===== config.mk =====
export PLATFORM = sky130hd
export DESIGN_NAME = regfile_bypass_mp
export DESIGN_NICKNAME = d
export VERILOG_FILES = /design/src/rtl/regfile_bypass_mp.sv
export SDC_FILE = /design/constraint.sdc
export NUM_CORES = 1
export LEC_CHECK = 0
export BUFFER_PORTS_ARGS = -buffer_cell sky130_fd_sc_hd__buf_4
export CAP_MARGIN = 40
export CORE_MARGIN = 5
export CORE_UTILIZATION = 61
export DETAILED_ROUTE_END_ITERATION = 8
export GPL_TIMING_DRIVEN = 1
export PLACE_DENSITY = 0.81
export SYNTH_ARGS = -nofsm -noshare
export SYNTH_HDL_FRONTEND = slang
export SYNTH_SLANG_ARGS = --single-unit

===== constraint.sdc =====
create_clock -name clk -period 2 [get_ports clk]
set_input_delay 0.1 -clock clk [delete_from_list [all_inputs] [get_ports clk]]
set_output_delay 0.1 -clock clk [all_outputs]
set_load 0.01 [all_outputs]

===== src/rtl/regfile_bypass_mp.sv =====
// -----------------------------------------------------------------------------
// regfile_bypass_mp
// Multi-read-port register file with two write ports, same-cycle
// write-to-read forwarding, an optional hardwired-zero register 0 and sticky
// error status.
//
// Ports
//   clk            single clock, all state updates on the rising edge
//   rst            asynchronous active-low reset
//   rd_en[NRD]     per-port read-valid qualifier (only affects uninit_rd)
//   rd_sel         read selects, port i at [i*ADDR_W +: ADDR_W]
//   rd_data        combinational read data, port i at [i*WIDTH +: WIDTH]
//   wr0_*/wr1_*    write ports; port 1 wins on a same-register dual write
//   bypass_dis     1 = reads return stored content, ignoring pending writes
//   err_clr        synchronous clear of the sticky flags
//   wr_conflict    sticky: same-register dual write seen
//   uninit_rd      sticky: enabled read of a never-written register
//   err            wr_conflict OR uninit_rd
// -----------------------------------------------------------------------------
module regfile_bypass_mp #(
  parameter int WIDTH    = 16,
  parameter int ADDR_W   = 3,
  parameter int NRD      = 2,
  parameter int ZERO_REG = 0
) (
  input  logic                    clk,
  input  logic                    rst,
  input  logic [NRD-1:0]          rd_en,
  input  logic [NRD*ADDR_W-1:0]   rd_sel,
  output logic [NRD*WIDTH-1:0]    rd_data,
  input  logic                    wr0_en,
  input  logic [ADDR_W-1:0]       wr0_sel,
  input  logic [WIDTH-1:0]        wr0_data,
  input  logic                    wr1_en,
  input  logic [ADDR_W-1:0]       wr1_sel,
  input  logic [WIDTH-1:0]        wr1_data,
  input  logic                    bypass_dis,
  input  logic                    err_clr,
  output logic                    wr_conflict,
  output logic                    uninit_rd,
  output logic                    err
);

  localparam int                DEPTH    = 2**ADDR_W;
  localparam bit                ZR       = (ZERO_REG != 32'sd0);
  localparam logic [ADDR_W-1:0] ZERO_SEL = {ADDR_W{1'b0}};

  logic [WIDTH-1:0]             r_regs [DEPTH];
  logic [DEPTH-1:0]             r_mask;
  logic                         r_wr_conflict;
  logic                         r_uninit_rd;
  logic                         r_err;

  logic                         w_wr0_act;
  logic                         w_wr1_act;
  logic                         w_conflict_evt;
  logic                         w_wr0_store;
  logic                         w_uninit_evt;
  logic                         w_conflict_nxt;
  logic                         w_uninit_nxt;
  logic [NRD-1:0][ADDR_W-1:0]   w_sel;
  logic [NRD-1:0]               w_is_zero;
  logic [NRD-1:0]               w_hit0;
  logic [NRD-1:0]               w_hit1;
  logic [NRD*WIDTH-1:0]         w_rd_data;

  // A write is live only out of reset and never to a hardwired-zero register,
  // so it neither stores, forwards nor raises a conflict in those cases.
  assign w_wr0_act      = wr0_en & rst & ~(ZR & (wr0_sel == ZERO_SEL));
  assign w_wr1_act      = wr1_en & rst & ~(ZR & (wr1_sel == ZERO_SEL));
  assign w_conflict_evt = w_wr0_act & w_wr1_act & (wr0_sel == wr1_sel);
  assign w_wr0_store    = w_wr0_act & ~w_conflict_evt;

  // Read muxes with forwarding (port 1 data wins) and uninitialised-read detection.
  always_comb begin
    w_sel        = '0;
    w_is_zero    = '0;
    w_hit0       = '0;
    w_hit1       = '0;
    w_rd_data    = '0;
    w_uninit_evt = 1'b0;
    for (int i = 0; i < NRD; i++) begin
      w_sel[i]     = rd_sel[i*ADDR_W +: ADDR_W];
      w_is_zero[i] = ZR & (w_sel[i] == ZERO_SEL);
      w_hit0[i]    = ~bypass_dis & w_wr0_act & (wr0_sel == w_sel[i]);
      w_hit1[i]    = ~bypass_dis & w_wr1_act & (wr1_sel == w_sel[i]);
      if (!rst) begin
        w_rd_data[i*WIDTH +: WIDTH] = {WIDTH{1'b0}};
      end else if (w_is_zero[i]) begin
        w_rd_data[i*WIDTH +: WIDTH] = {WIDTH{1'b0}};
      end else if (w_hit1[i]) begin
        w_rd_data[i*WIDTH +: WIDTH] = wr1_data;
      end else if (w_hit0[i]) begin
        w_rd_data[i*WIDTH +: WIDTH] = wr0_data;
      end else begin
        w_rd_data[i*WIDTH +: WIDTH] = r_regs[w_sel[i]];
      end
      // A forwarded value counts as initialised data for this read.
      if (rst && rd_en[i] && !w_is_zero[i] && !r_mask[w_sel[i]] &&
          !(w_hit0[i] | w_hit1[i])) begin
        w_uninit_evt = 1'b1;
      end else begin
        w_uninit_evt = w_uninit_evt;
      end
    end
  end

  assign rd_data = w_rd_data;

  // Next-state of the sticky flags: a new event beats a same-edge clear.
  always_comb begin
    w_conflict_nxt = r_wr_conflict;
    w_uninit_nxt   = r_uninit_rd;
    if (w_conflict_evt) begin
      w_conflict_nxt = 1'b1;
    end else if (err_clr) begin
      w_conflict_nxt = 1'b0;
    end else begin
      w_conflict_nxt = r_wr_conflict;
    end
    if (w_uninit_evt) begin
      w_uninit_nxt = 1'b1;
    end else if (err_clr) begin
      w_uninit_nxt = 1'b0;
    end else begin
      w_uninit_nxt = r_uninit_rd;
    end
  end

  // Register array and written mask; port 1 is applied last so it wins.
  always_ff @(posedge clk or negedge rst) begin
    if (!rst) begin
      for (int k = 0; k < DEPTH; k++) begin
        r_regs[k] <= {WIDTH{1'b0}};
      end
      r_mask <= {DEPTH{1'b0}};
    end else begin
      if (w_wr0_store) begin
        r_regs[wr0_sel] <= wr0_data;
        r_mask[wr0_sel] <= 1'b1;
      end
      if (w_wr1_act) begin
        r_regs[wr1_sel] <= wr1_data;
        r_mask[wr1_sel] <= 1'b1;
      end
    end
  end

  // Sticky status flags; err is registered alongside so it is glitch-free.
  always_ff @(posedge clk or negedge rst) begin
    if (!rst) begin
      r_wr_conflict <= 1'b0;
      r_uninit_rd   <= 1'b0;
      r_err         <= 1'b0;
    end else begin
      r_wr_conflict <= w_conflict_nxt;
      r_uninit_rd   <= w_uninit_nxt;
      r_err         <= w_conflict_nxt | w_uninit_nxt;
    end
  end

  assign wr_conflict = r_wr_conflict;
  assign uninit_rd   = r_uninit_rd;
  assign err         = r_err;

endmodule

### Word-level counts from Yosys, hierarchy flattened

Cells that the tools add are included.

* flip-flop bits (word level): 139
* bits of input ports: 52
* output and inout bits: 35

* order comparisons: 12
* equality and inequality tests: 5
* muxes and demuxes: 36
* bitwise logic cells: 22
* reduce and logical (&&, ||, !) cells: 14

Operators by type and width (count)
* bitwise mux 128 bit: 2
* two-way mux 128 bit: 2
* two-way mux 16 bit: 12
* binary-select mux 16 bit (select 3 bit): 2
* demux 16 bit (select 3 bit): 2
* >= comparator 4 bit, second input constant: 4
* < comparator 3 x 4 -> 1 bit, second input constant: 4
* two-way mux 8 bit: 2
* inverter 3 -> 4 bit: 4
* OR 8 bit: 2
* equality test 3 bit: 5
* bitwise AND 1 bit: 11
* logical AND 1 bit: 10
* two-way mux 1 bit: 10
* < comparator 4 x 1 -> 1 bit, second input constant: 2
* binary-select mux 1 bit (select 3 bit): 2
* demux 1 bit (select 3 bit): 2
* >= comparator 3 x 1 -> 1 bit, second input constant: 2
* zero test 1 bit: 4
* OR 1 bit: 3
* inverter 1 bit: 2

### Depth between registers and ports, before layout

Gate-level depths: netlist (run 1).

* word-level depth: 10
* depth in mapped cells: 7
* depth with buffers taken out: 4

### Least setup slack after synthesis (run 1)

Ideal clock, no wire load.

* path type: input port to output port
* start: input rd_sel[2]
* end: output rd_data[11]
* data arrival time: 1461 ps
* data required time: 1900 ps
* slack: 439 ps
* cell stages on the path: 7
* path buffers: 3
* path through: buf_4 buf_4 buf_2 mux4_2 mux2_2 nand2_1 a31oi_1

* cells in the longest elaborated chain, start to end: 7
* elaborated cells on any way between the ends: 11
* those cells by class: eq/ne (2); mux (6); bitwise (3)

Ends and longest elaborated chain
* start, declared: line 29 `input logic [NRD*ADDR_W-1:0] rd_sel,`
* inverter 3 -> 4 bit (not written as such): line 96 `w_rd_data[i*WIDTH +: WIDTH] = r_regs[w_sel[i]];`
* binary-select mux 16 bit (select 3 bit): line 96
* two-way mux 16 bit (not written as such) (2 in a row): line 96
* two-way mux 16 bit: line 93 `end else if (w_hit0[i]) begin`
* two-way mux 16 bit (*): line 91 `end else if (w_hit1[i]) begin`
* two-way mux 16 bit (*): line 87 `if (!rst) begin`
* end, declared: line 30 `output logic [NRD*WIDTH-1:0] rd_data,`

Mark *: on every way between the ends. The rest lies on a longest branch, timed or not. The select of a mux whose other input is x is not followed.

### Worst setup path in the final report (run 1)

* start: register r_regs[21] in the netlist's numbering
* end: output rd_data[5]

* cells in the longest elaborated chain, start to end: 6

Ends and longest elaborated chain
* start, declared: line 48 `logic [WIDTH-1:0] r_regs [DEPTH];`
* start signal, assigned by index: line 134 `r_regs[k] <= {WIDTH{1'b0}};`
* start signal, assigned by index: line 139 `r_regs[wr0_sel] <= wr0_data;`
* start signal, assigned by index: line 143 `r_regs[wr1_sel] <= wr1_data;`
* binary-select mux 16 bit (select 3 bit): line 96
* two-way mux 16 bit (not written as such) (2 in a row): line 96
* two-way mux 16 bit: line 93
* two-way mux 16 bit: line 91
* two-way mux 16 bit: line 87

No other way between the ends. The select of a mux whose other input is x is not followed.

==> flow_metrics.env, run 1 <==
export IMPL_run_status="complete, but fails checks"
export IMPL_violations="setup timing"
export IMPL_holdPathEnd="r_regs[101]"
export IMPL_die_width_um=137
export IMPL_synth_nets=1182
export IMPL_port_buffer_count=86
export IMPL_fp_coreArea_sq_mm=0.0159
export IMPL_cp_start_kind="register"
export IMPL_synth_edff_count=0
export IMPL_worst_setup_margin_ns=-0.0783
export IMPL_routed_via_density=7.57
export IMPL_synth_top_cells_by_area="dfrtp_1, mux4_2, a31oi_1"
export IMPL_final_cycle_share_pct=104
export IMPL_chipHeight_um=137
export IMPL_stdcell_count=1407
export IMPL_cts_root_buf="clkbuf_16"
export IMPL_synthesis_area_sq_mm=0.00991
export IMPL_internal_power_w=0.00728
export IMPL_initial_utilization_pct=62.4
export IMPL_routed_wire_length_per_instance_um=27.1
export IMPL_p_seq_share_pct=37.5
export IMPL_timing_rr_end="err"
export IMPL_htree_num_levels=4
export IMPL_switching_power_w=0.00347
export IMPL_grtUsageTotal_pct=40.5
export IMPL_antennaDiodeCount=0
export IMPL_synth_top_cells_by_count="a31oi_1, o21ai_0, dfrtp_1"
export IMPL_drc_errors=0
export IMPL_yosys_warnings=0
export IMPL_post_dp_hpwl_um=21800
export IMPL_hold_class="in2reg"
export IMPL_leakagePower_nw=4.72
export IMPL_pwr_share_clk_pct=29.0
export IMPL_async_flop_share_pct=100
export IMPL_grt_overflow_total=0
export IMPL_postSynthCellCount=1130
export IMPL_number_of_antenna_violations_at_the_first_check_in_global_routing=1
export IMPL_vias=10600
export IMPL_timing_clock_skew_ns=0.00202
export IMPL_post_synth_top_count_cell="a31oi_1"
export IMPL_layout_filler_cells=1036
export IMPL_synth_ff_type="dfrtp_1"
export IMPL_dp_slack_ns=0.202
export IMPL_numClockSinks=139
export IMPL_drv_slew=0
export IMPL_post_place_cells=1347
export IMPL_syn_to_final_growth_pct=22.9
export IMPL_final_hold_viol_count=0
export IMPL_worstSetupEndpointType="output port"
export IMPL_setup_repair_after_global_routing_missed_its_margin="true"
export IMPL_global_route_wire_length_before_repair_um=58000
export IMPL_slew_headroom_pct=55.3
export IMPL_utilization_pct=76.7
export IMPL_synthDistinctLibCells=42
export IMPL_fin_crit_ns=2.08
export IMPL_max_clock_freq_mhz=481
export IMPL_placementRows=46
export IMPL_grt_start_max_net_pins=69
export IMPL_final_net_count=1230
export IMPL_finalSetupViolations=28
export IMPL_worstSkewPairLatency_ns=0.43
export IMPL_dr_pass1_iters=8
export IMPL_i_o_pin_count=87
export IMPL_path_class="reg2out"
export IMPL_tritoncts_num_buffers=17
export IMPL_synth_seq_cells=139
export IMPL_worst_r2r_path_depth=4
export IMPL_min_path_cells=3
export IMPL_timing_reg2reg_setup_slack_ns=0.59
export IMPL_tritoncts="done"
export IMPL_avgSynthCellArea_sq_um=8.77
export IMPL_crit_fanout=3
export IMPL_synth_largest_type_area_fraction_pct=35.1
export IMPL_dieArea_sq_mm=0.0189
export IMPL_max_rail_drop_vdd_uv=768
export IMPL_antenna_left=0
export IMPL_power_density_mw_per_mm2=882
export IMPL_cts_path_max_buffers=2
export IMPL_p_comb_share_pct=33.5
export IMPL_first_global_vias=10400
export IMPL_max_slew_worst_pin_slew_ns=0.668
export IMPL_r2r_start="r_mask[5]"
export IMPL_finalWeightedCongestion=0.877
export IMPL_power_switching_fraction_pct=32.3
export IMPL_seq_area_frac_synth_pct=35.1
export IMPL_critical_path_arrival_ns=1.98
export IMPL_initialDrtViolationCount=2025
export IMPL_drv_max_cap_violation_count=0
export IMPL_drt_wl_total_um=38100
export IMPL_cell_accounting_for_the_most_synthesized_area="dfrtp_1"
export IMPL_critical_path_required_ns=1.90
export IMPL_fraction_of_final_layout_cells_with_drive_strength_greater_than_1_pct=28.8
export IMPL_clkSlewWorstSetupHoldPaths_ns=0.06
export IMPL_worst_hold_startpoint="wr0_data[5]"
[cells in the final DEF (no fill, tap or decap), types with 2 or more instances in the layout]
| cell | instances |
|---|---|
| a31oi_1 | 140 |
| dfrtp_1 | 139 |
| nand3_1 | 134 |
| o21ai_0 | 133 |
| buf_4 | 133 |
| nor2_1 | 131 |
| mux4_2 | 64 |
| nand2_1 | 49 |
| o21ai_1 | 34 |
| buf_12 | 21 |
| mux2_4 | 20 |
| clkbuf_16 | 17 |
| buf_6 | 16 |
| xnor2_1 | 15 |
| dlygate4sd3_1 | 14 |
| a31oi_4 | 13 |
| nand2_4 | 12 |
| mux2i_1 | 10 |
| nand2_2 | 10 |
| mux2_2 | 10 |
| nand4_1 | 8 |
| a31oi_2 | 7 |
| a21oi_1 | 6 |
| nor2b_1 | 5 |
| clkbuf_1 | 5 |
| clkinv_2 | 5 |
| and3b_1 | 3 |
| inv_1 | 3 |
| nand3b_1 | 3 |
| xor2_1 | 2 |
| and3_1 | 2 |
| nor2_2 | 2 |
| o211ai_1 | 2 |
| or3_1 | 2 |
| nor3_2 | 2 |
| a22oi_1 | 2 |
| and4_1 | 2 |
| clkbuf_8 | 2 |
| bufinv_16 | 2 |
[state kept, by name, summed over array words and instances (netlist names)]
signal / count
err: 1
uninit_rd: 1
r_mask: 8
r_regs: 128
wr_conflict: 1
[how the worst max path moves through the flow]
stage | to | depth (start not counted) | slack (ns) | start
5_1_grt | rd_data[5] | 5 | -0.09 | r_regs[21]
6_report | rd_data[5] | 5 | -0.08 | r_regs[21]
4_1_cts | rd_data[11] | 5 | -0.03 | r_regs[11]
3_3_place_gp | rd_data[22] | 7 | 0.21 | rd_sel[4]
2_1_floorplan | rd_data[11] | 7 | 0.44 | rd_sel[2]
3_5_place_dp | rd_data[22] | 7 | 0.20 | rd_sel[4]
[layout make-up]
cell class                 count  area [sq um]  share of cell area, %
multi-input combinational    832          6110                   50.2
inverter                       4          15.0                  0.123
clock buffer                  24           472                   3.87
sequential                   139          3480                   28.6
clock inverter                 8          92.6                  0.760
tap                          216           270                   2.22
timing repair buffer         184          1740                   14.3
[power groups by stage]
stage / combinational [W] / clock (W) / sequential, W
floorplan: 0.00213 / 0 / 0.00383
global placement: 0.00285 / 0 / 0.00399
detailed placement: 0.00296 / 0 / 0.00402
CTS: 0.00327 / 0.00309 / 0.00398
global route: 0.00381 / 0.00323 / 0.00407
finish: 0.00360 / 0.00311 / 0.00404
[critical path: stages (launching register included)]
cell and delay [ns]:
dfrtp_1 0.40, mux4_2 0.52, mux2_4 0.30, nand2_2 0.07, a31oi_2 0.09, buf_4 0.18
[routing by layer]
metal	vias up	part of all wire, %	global-route usage (%)
li1	4282	-	-
met1	4973	33	51.6
met2	1135	45	60.2
met3	252	17	13.7
met4	2	5.6	23.8
met5	-	0.029	0
[through the flow]
step | area (sq um) | power (W) | hold WS, ns | setup TNS [ns]
after CTS | 11900 | 0.0103 | 0.0000859 | -0.316
after global placement | 10900 | 0.00684 | 0.104 | 0
after detailed placement | 10900 | 0.00698 | 0.108 | 0
after global routing | 12200 | 0.0111 | 0.00883 | -1.75
after floorplan | 9910 | 0.00595 | -0.196 | 0
final | 12200 | 0.0107 | 0.00569 | -0.846
[what timing repair did]
action                                 in CTS  in global routing
hold buffers                               16                  0
pin swaps                                  10                 13
gates resized for setup                    61                 48
endpoints found under the hold margin     108                  0
setup buffers                               3                  9
setup endpoints to repair                  20                 57
[cells by family (layout without fill, tap and decap cells)]
family | Yosys count | count (layout) | share of synthesized area [%]
buf+inv | 159 | 220 | 7.80
mux | 104 | 104 | 19.0
simple gates | 368 | 368 | 16.6
xor+xnor | 18 | 18 | 1.67
compound gates | 342 | 342 | 19.9
flops | 139 | 139 | 35.1
Power figures use the tool's default switching activity.
==> run 2, diff against run 1 <==
Clock period 2 ns to 2.05 ns, I/O delays scaled along.
==> run 2 against run 1 <==
Net effect: the flow still finishes with violations (setup timing); sequential power fell by 1%; worst hold slack better by 0.0089 ns; flip-flop and latch count stayed put; routed wire length increased by 0.84%; count of clock-buffer cells in the layout shrank 3; critical path type unchanged; critical endpoint is now rd_data[0]; largest power group unchanged.
==> flow_metrics.env, run 2 (same netlist as run 1, synthesis figures left out) <==
export IMPL_run_status="complete, but fails checks"
export IMPL_violations="setup timing"
export IMPL_largest_reg_flops=128
export IMPL_tritoncts="done"
export IMPL_clkSlewWorstSetupHoldPaths_ns=0.06
export IMPL_routed_via_density=7.76
export IMPL_post_dp_hpwl_um=22500
export IMPL_fraction_of_final_layout_cells_with_drive_strength_greater_than_1_pct=27.5
export IMPL_antenna_left=0
export IMPL_i_o_pin_count=87
export IMPL_critical_path_arrival_ns=1.99
export IMPL_grtUsageTotal_pct=40.7
export IMPL_cts_root_buf="clkbuf_16"
export IMPL_crit_buf_inv=1
export IMPL_power_switching_fraction_pct=31.4
export IMPL_global_route_wire_length_before_repair_um=58100
export IMPL_worst_setup_margin_ns=-0.0392
export IMPL_worst_r2r_path_depth=4
export IMPL_grt_met2_usage_pct=60.1
export IMPL_setup_repair_after_global_routing_missed_its_margin="true"
export IMPL_dieArea_sq_mm=0.0189
export IMPL_internal_power_w=0.00751
export IMPL_first_global_vias=10500
export IMPL_syn_to_final_growth_pct=20.7
export IMPL_min_path_cells=3
export IMPL_port_buffer_count=86
export IMPL_groute_layer_met3_usage_pct=11.1
export IMPL_slew_headroom_pct=54.5
export IMPL_fin_crit_ns=2.09
export IMPL_finalSetupViolations=9
export IMPL_pwr_share_clk_pct=32.8
export IMPL_hold_class="in2reg"
export IMPL_max_rail_drop_vdd_uv=685
export IMPL_worst_hold_startpoint="wr0_data[5]"
export IMPL_worst_path_dominant_cell_family="multiplexers"
export IMPL_switching_power_w=0.00343
export IMPL_worstSkewPairLatency_ns=0.42
export IMPL_p_comb_share_pct=30.7
export IMPL_htree_num_levels=4
export IMPL_final_cycle_share_pct=102
export IMPL_tritoncts_num_buffers=17
export IMPL_path_class="reg2out"
export IMPL_placementRows=46
export IMPL_worstSetupEndpointType="output port"
export IMPL_crit_slowest_cell="mux4_2"
export IMPL_routed_wire_length_per_instance_um=27.7
export IMPL_critical_path_required_ns=1.95
export IMPL_cpPeakStageDelay_ns=0.49
export IMPL_cp_start_kind="register"
export IMPL_antennaDiodeCount=0
export IMPL_initialDrtViolationCount=2094
export IMPL_final_hold_slack_ns=0.0146
export IMPL_grt_start_max_net_pins=55
export IMPL_number_of_antenna_violations_at_the_first_check_in_global_routing=0
export IMPL_die_width_um=137
export IMPL_crit_fanout=3
export IMPL_critical_path_cell_chain="mux4_2 -> mux2_4 -> nand2_1 -> a31oi_1 -> buf_4"
export IMPL_final_hold_viol_count=0
export IMPL_registers_top_by_ff_count="r_regs"
export IMPL_numClockSinks=139
export IMPL_final_net_count=1210
export IMPL_grt_overflow_total=0
export IMPL_dr_pass1_iters=7
export IMPL_power_density_mw_per_mm2=914
export IMPL_dp_slack_ns=0.241
export IMPL_leakagePower_nw=4.66
export IMPL_cts_path_max_buffers=2
export IMPL_stdcell_count=1387
export IMPL_holdPathEnd="r_regs[69]"
export IMPL_timing_rr_end="err"
export IMPL_initial_utilization_pct=62.4
export IMPL_drc_errors=0
export IMPL_post_place_cells=1343
export IMPL_busiest_metal_layer_after_global_routing="met2"
export IMPL_reg_largest_list="r_regs x128, r_mask x8"
export IMPL_max_slew_worst_pin_slew_ns=0.680
export IMPL_max_clock_freq_mhz=479
export IMPL_vias=10800
export IMPL_power_total_w=0.0109
export IMPL_most_frequent_standard_cell_in_the_layout_excluding_fill_and_tap_cells="a31oi_1"
export IMPL_drv_max_cap_violation_count=0
export IMPL_finalWeightedCongestion=0.917
export IMPL_grt_met1_usage_pct=51.3
export IMPL_fp_coreArea_sq_mm=0.0159
export IMPL_drv_slew=0
export IMPL_timing_reg2reg_setup_slack_ns=0.57
export IMPL_r2r_start="r_mask[3]"
export IMPL_drt_wl_total_um=38400
export IMPL_p_seq_share_pct=36.5
export IMPL_timing_critical_path_from="r_regs[0]"
export IMPL_most_common_layout_cells="a31oi_1, o21ai_0, dfrtp_1"
export IMPL_utilization_pct=75.3
export IMPL_chipHeight_um=137
export IMPL_timing_clock_skew_ns=0.00328
==> run 2: power by group through the flow <==
stage	clock [W]	combinational, W	sequential [W]
2_1_floorplan	0	0.00207	0.00373
3_3_place_gp	0	0.00277	0.00392
3_5_place_dp	0	0.00287	0.00396
4_1_cts	0.00359	0.00301	0.00393
5_1_grt	0.00370	0.00357	0.00402
6_report	0.00359	0.00335	0.00399
==> run 2: through the flow <==
| step | TNS, ns | area [sq um] |
|---|---|---|
| floorplan | 0 | 9910 |
| finish | -0.144 | 12000 |
| global route | -0.619 | 12000 |
| CTS | -0.0145 | 11700 |
| detailed placement | 0 | 10800 |
| global placement | 0 | 10800 |
==> run 2: worst max path at each step <==
stage	end	slack, ns	depth (start not counted)
global placement	rd_data[19]	0.28	7
finish	rd_data[0]	-0.04	5
CTS	rd_data[12]	-0.009	5
floorplan	rd_data[11]	0.48	7
global route	rd_data[0]	-0.07	5
detailed placement	rd_data[19]	0.24	7
==> run 2: final cells by class <==
class,count,area [sq um]
repair buffers,164,1500
flip-flops and latches,139,3480
fillers,1052,3920
well taps,216,270
clock inverters,11,215
multi-input cells,832,6030
clock buffers,21,460
inverters,4,15.0
==> run 2: per-layer routing <==
metal  vias to the layer above  share of wire (%)
met3                       300                 15
met5                         -                  0
met4                         0                8.0
met2                      1176                 44
li1                       4242                  -
met1                      5048                 33
==> run 2: worst register-to-register path, cell delays in order, from the launching register on <==
cell and delay (ns):
dfrtp_1 0.41, mux4_2 0.49, mux2i_1 0.21, nand4b_1 0.18
nand3b_1 0.13
==> run 2: repair_timing <==
action,4_1_cts,5_1_grt
pin swaps,1,14
setup buffers,2,1
hold endpoints to repair,66,0
hold buffers,9,0
gates resized for setup,17,64
setup endpoints to repair,9,25
==> run 3, diff against run 2 <==
Settings changed: MAX_ROUTING_LAYER from default to met4.
==> run 3 against run 2 <==
Net effect: the run still ends with setup timing left; clock power about the same; combinational power about the same; global-route usage up 1.2 points; routed wire length up 0.11%; cell area up 0.13%; critical path type unchanged; critical endpoint unchanged; largest cell class unchanged; largest power group unchanged.
==> flow_metrics.env, run 3 (same netlist as run 1, synthesis figures left out) <==
export IMPL_run_status="complete, but fails checks"
export IMPL_violations="setup timing"
export IMPL_drt_wl_total_um=38500
export IMPL_antenna_left=0
export IMPL_pwr_share_clk_pct=32.9
export IMPL_fraction_of_final_layout_cells_with_drive_strength_greater_than_1_pct=27.6
export IMPL_global_route_wire_length_before_repair_um=58100
export IMPL_timing_clock_skew_ns=0.00276
export IMPL_initial_utilization_pct=62.4
export IMPL_grt_start_max_net_pins=55
export IMPL_p_comb_share_pct=30.7
export IMPL_max_rail_drop_vdd_uv=690
export IMPL_worstSkewPairLatency_ns=0.43
export IMPL_post_dp_hpwl_um=22500
export IMPL_critical_path_required_ns=1.95
export IMPL_grtUsageTotal_pct=41.9
export IMPL_leakagePower_nw=4.67
export IMPL_port_buffer_count=86
export IMPL_max_slew_worst_pin_slew_ns=0.701
export IMPL_stdcell_count=1387
export IMPL_placementRows=46
export IMPL_crit_buf_inv=1
export IMPL_finalSetupViolations=9
export IMPL_internal_power_w=0.00751
export IMPL_drc_errors=0
export IMPL_utilization_pct=75.4
export IMPL_routed_wire_length_per_instance_um=27.7
export IMPL_grt_overflow_total=0
export IMPL_finalWeightedCongestion=0.933
export IMPL_reg_largest_list="r_regs x128, r_mask x8"
export IMPL_number_of_antenna_violations_at_the_first_check_in_global_routing=0
export IMPL_final_cycle_share_pct=102
export IMPL_htree_num_levels=4
export IMPL_slew_headroom_pct=53.1
export IMPL_antennaDiodeCount=0
export IMPL_first_global_vias=10500
export IMPL_worstSetupEndpointType="output port"
export IMPL_critical_path_cell_chain="mux4_2 -> mux2_4 -> nand2_1 -> a31oi_1 -> buf_4"
export IMPL_vias=10800
export IMPL_critical_path_arrival_ns=1.98
export IMPL_worst_setup_margin_ns=-0.0374
export IMPL_i_o_pin_count=87
export IMPL_fp_coreArea_sq_mm=0.0159
export IMPL_crit_slowest_cell="mux4_2"
export IMPL_numClockSinks=139
export IMPL_registers_top_by_ff_count="r_regs"
export IMPL_hold_class="in2reg"
export IMPL_max_clock_freq_mhz=479
export IMPL_initialDrtViolationCount=1845
export IMPL_cpPeakStageDelay_ns=0.49
export IMPL_fin_crit_ns=2.09
export IMPL_final_net_count=1210
export IMPL_path_class="reg2out"
export IMPL_routed_via_density=7.75
export IMPL_power_total_w=0.0110
export IMPL_tritoncts_num_buffers=17
export IMPL_dr_pass1_iters=7
export IMPL_die_width_um=137
export IMPL_clkSlewWorstSetupHoldPaths_ns=0.06
export IMPL_power_density_mw_per_mm2=915
export IMPL_cts_root_buf="clkbuf_16"
export IMPL_post_place_cells=1343
export IMPL_dieArea_sq_mm=0.0189
export IMPL_final_hold_viol_count=0
export IMPL_syn_to_final_growth_pct=20.9
export IMPL_drv_slew=0
export IMPL_power_switching_fraction_pct=31.4
export IMPL_drv_max_cap_violation_count=0
export IMPL_tritoncts="done"
export IMPL_chipHeight_um=137
export IMPL_most_common_layout_cells="a31oi_1, o21ai_0, dfrtp_1"
export IMPL_layout_filler_cells=1052
export IMPL_cp_start_kind="register"
export IMPL_switching_power_w=0.00345
export IMPL_most_frequent_standard_cell_in_the_layout_excluding_fill_and_tap_cells="a31oi_1"
export IMPL_setup_repair_after_global_routing_missed_its_margin="true"
export IMPL_p_seq_share_pct=36.4
export IMPL_worst_path_dominant_cell_family="multiplexers"
export IMPL_crit_fanout=3
export IMPL_cts_path_max_buffers=2
export IMPL_largest_reg_flops=128
export IMPL_dp_slack_ns=0.241
## run 3: cell count changes in the layout (fill, tap and decap cells not counted)
cell	change
a31oi_4	+1
nand2_1	-1
buf_4	-1
nand2_2	+1
a31oi_2	-1
buf_6	+1
## run 3: worst paths after layout
check	cells after the start	end	slack (ns)	start
hold reg to reg	2	r_mask[5]	0.51	r_mask[5]
hold / removal	3	r_regs[69]	0.01	wr1_data[5]
max in group asynchronous	5	r_regs[32]	0.53	rst
setup / recovery	5	rd_data[0]	-0.04	r_regs[0]
setup reg to reg	4	err	0.60	r_mask[3]
min in group asynchronous	2	r_mask[4]	0.37	rst
## run 3: through the flow
step | hold WS (ns) | area [sq um] | TNS, ns
finish | 0.0106 | 12000 | -0.178
detailed placement | -0.0281 | 10800 | 0
global route | 0.0153 | 12000 | -0.575
global placement | -0.0275 | 10800 | 0
CTS | 0.000901 | 11700 | -0.0145
floorplan | -0.193 | 9910 | 0
## run 3: worst min-delay path, stage by stage
cell and delay [ns]:
buf_4 0.15, nor2_1 0.10, a31oi_1 0.04
## run 3: final cells by class
| type | count | area, sq um | share of cell area [%] |
|---|---|---|---|
| inverters | 4 | 15.0 | 0.125 |
| clock buffers | 21 | 460 | 3.84 |
| well taps | 216 | 270 | 2.26 |
| clock inverters | 11 | 215 | 1.80 |
| flip-flops and latches | 139 | 3480 | 29.0 |
| repair buffers | 164 | 1500 | 12.5 |
| multi-input cells | 832 | 6040 | 50.4 |
## run 3: timing repair
| action | in CTS | in global routing |
|---|---|---|
| hold endpoints to repair | 66 | 0 |
| hold buffers | 9 | 0 |
| resized for setup | 17 | 67 |
| setup endpoints to repair | 9 | 25 |
| buffers inserted | 2 | 1 |
| pin swaps | 1 | 14 |
## run 3: power groups by stage
stage	registers [W]	clock network, W	logic [W]
3_3_place_gp	0.00392	0	0.00277
6_report	0.00399	0.00360	0.00336
2_1_floorplan	0.00373	0	0.00207
3_5_place_dp	0.00396	0	0.00287
4_1_cts	0.00393	0.00359	0.00301
5_1_grt	0.00402	0.00370	0.00358
## run 3: metal layers
layer | wire length [um] | vias to the layer above | global-route usage (%) | share of wire, %
li1 | - | 4239 | - | -
met1 | 12600 | 5034 | 51.2 | 33
met2 | 17100 | 1177 | 60.4 | 44
met3 | 5810 | 303 | 10.9 | 15
met4 | 2910 | 0 | 29.9 | 7.6
met5 | 0 | - | - | 0
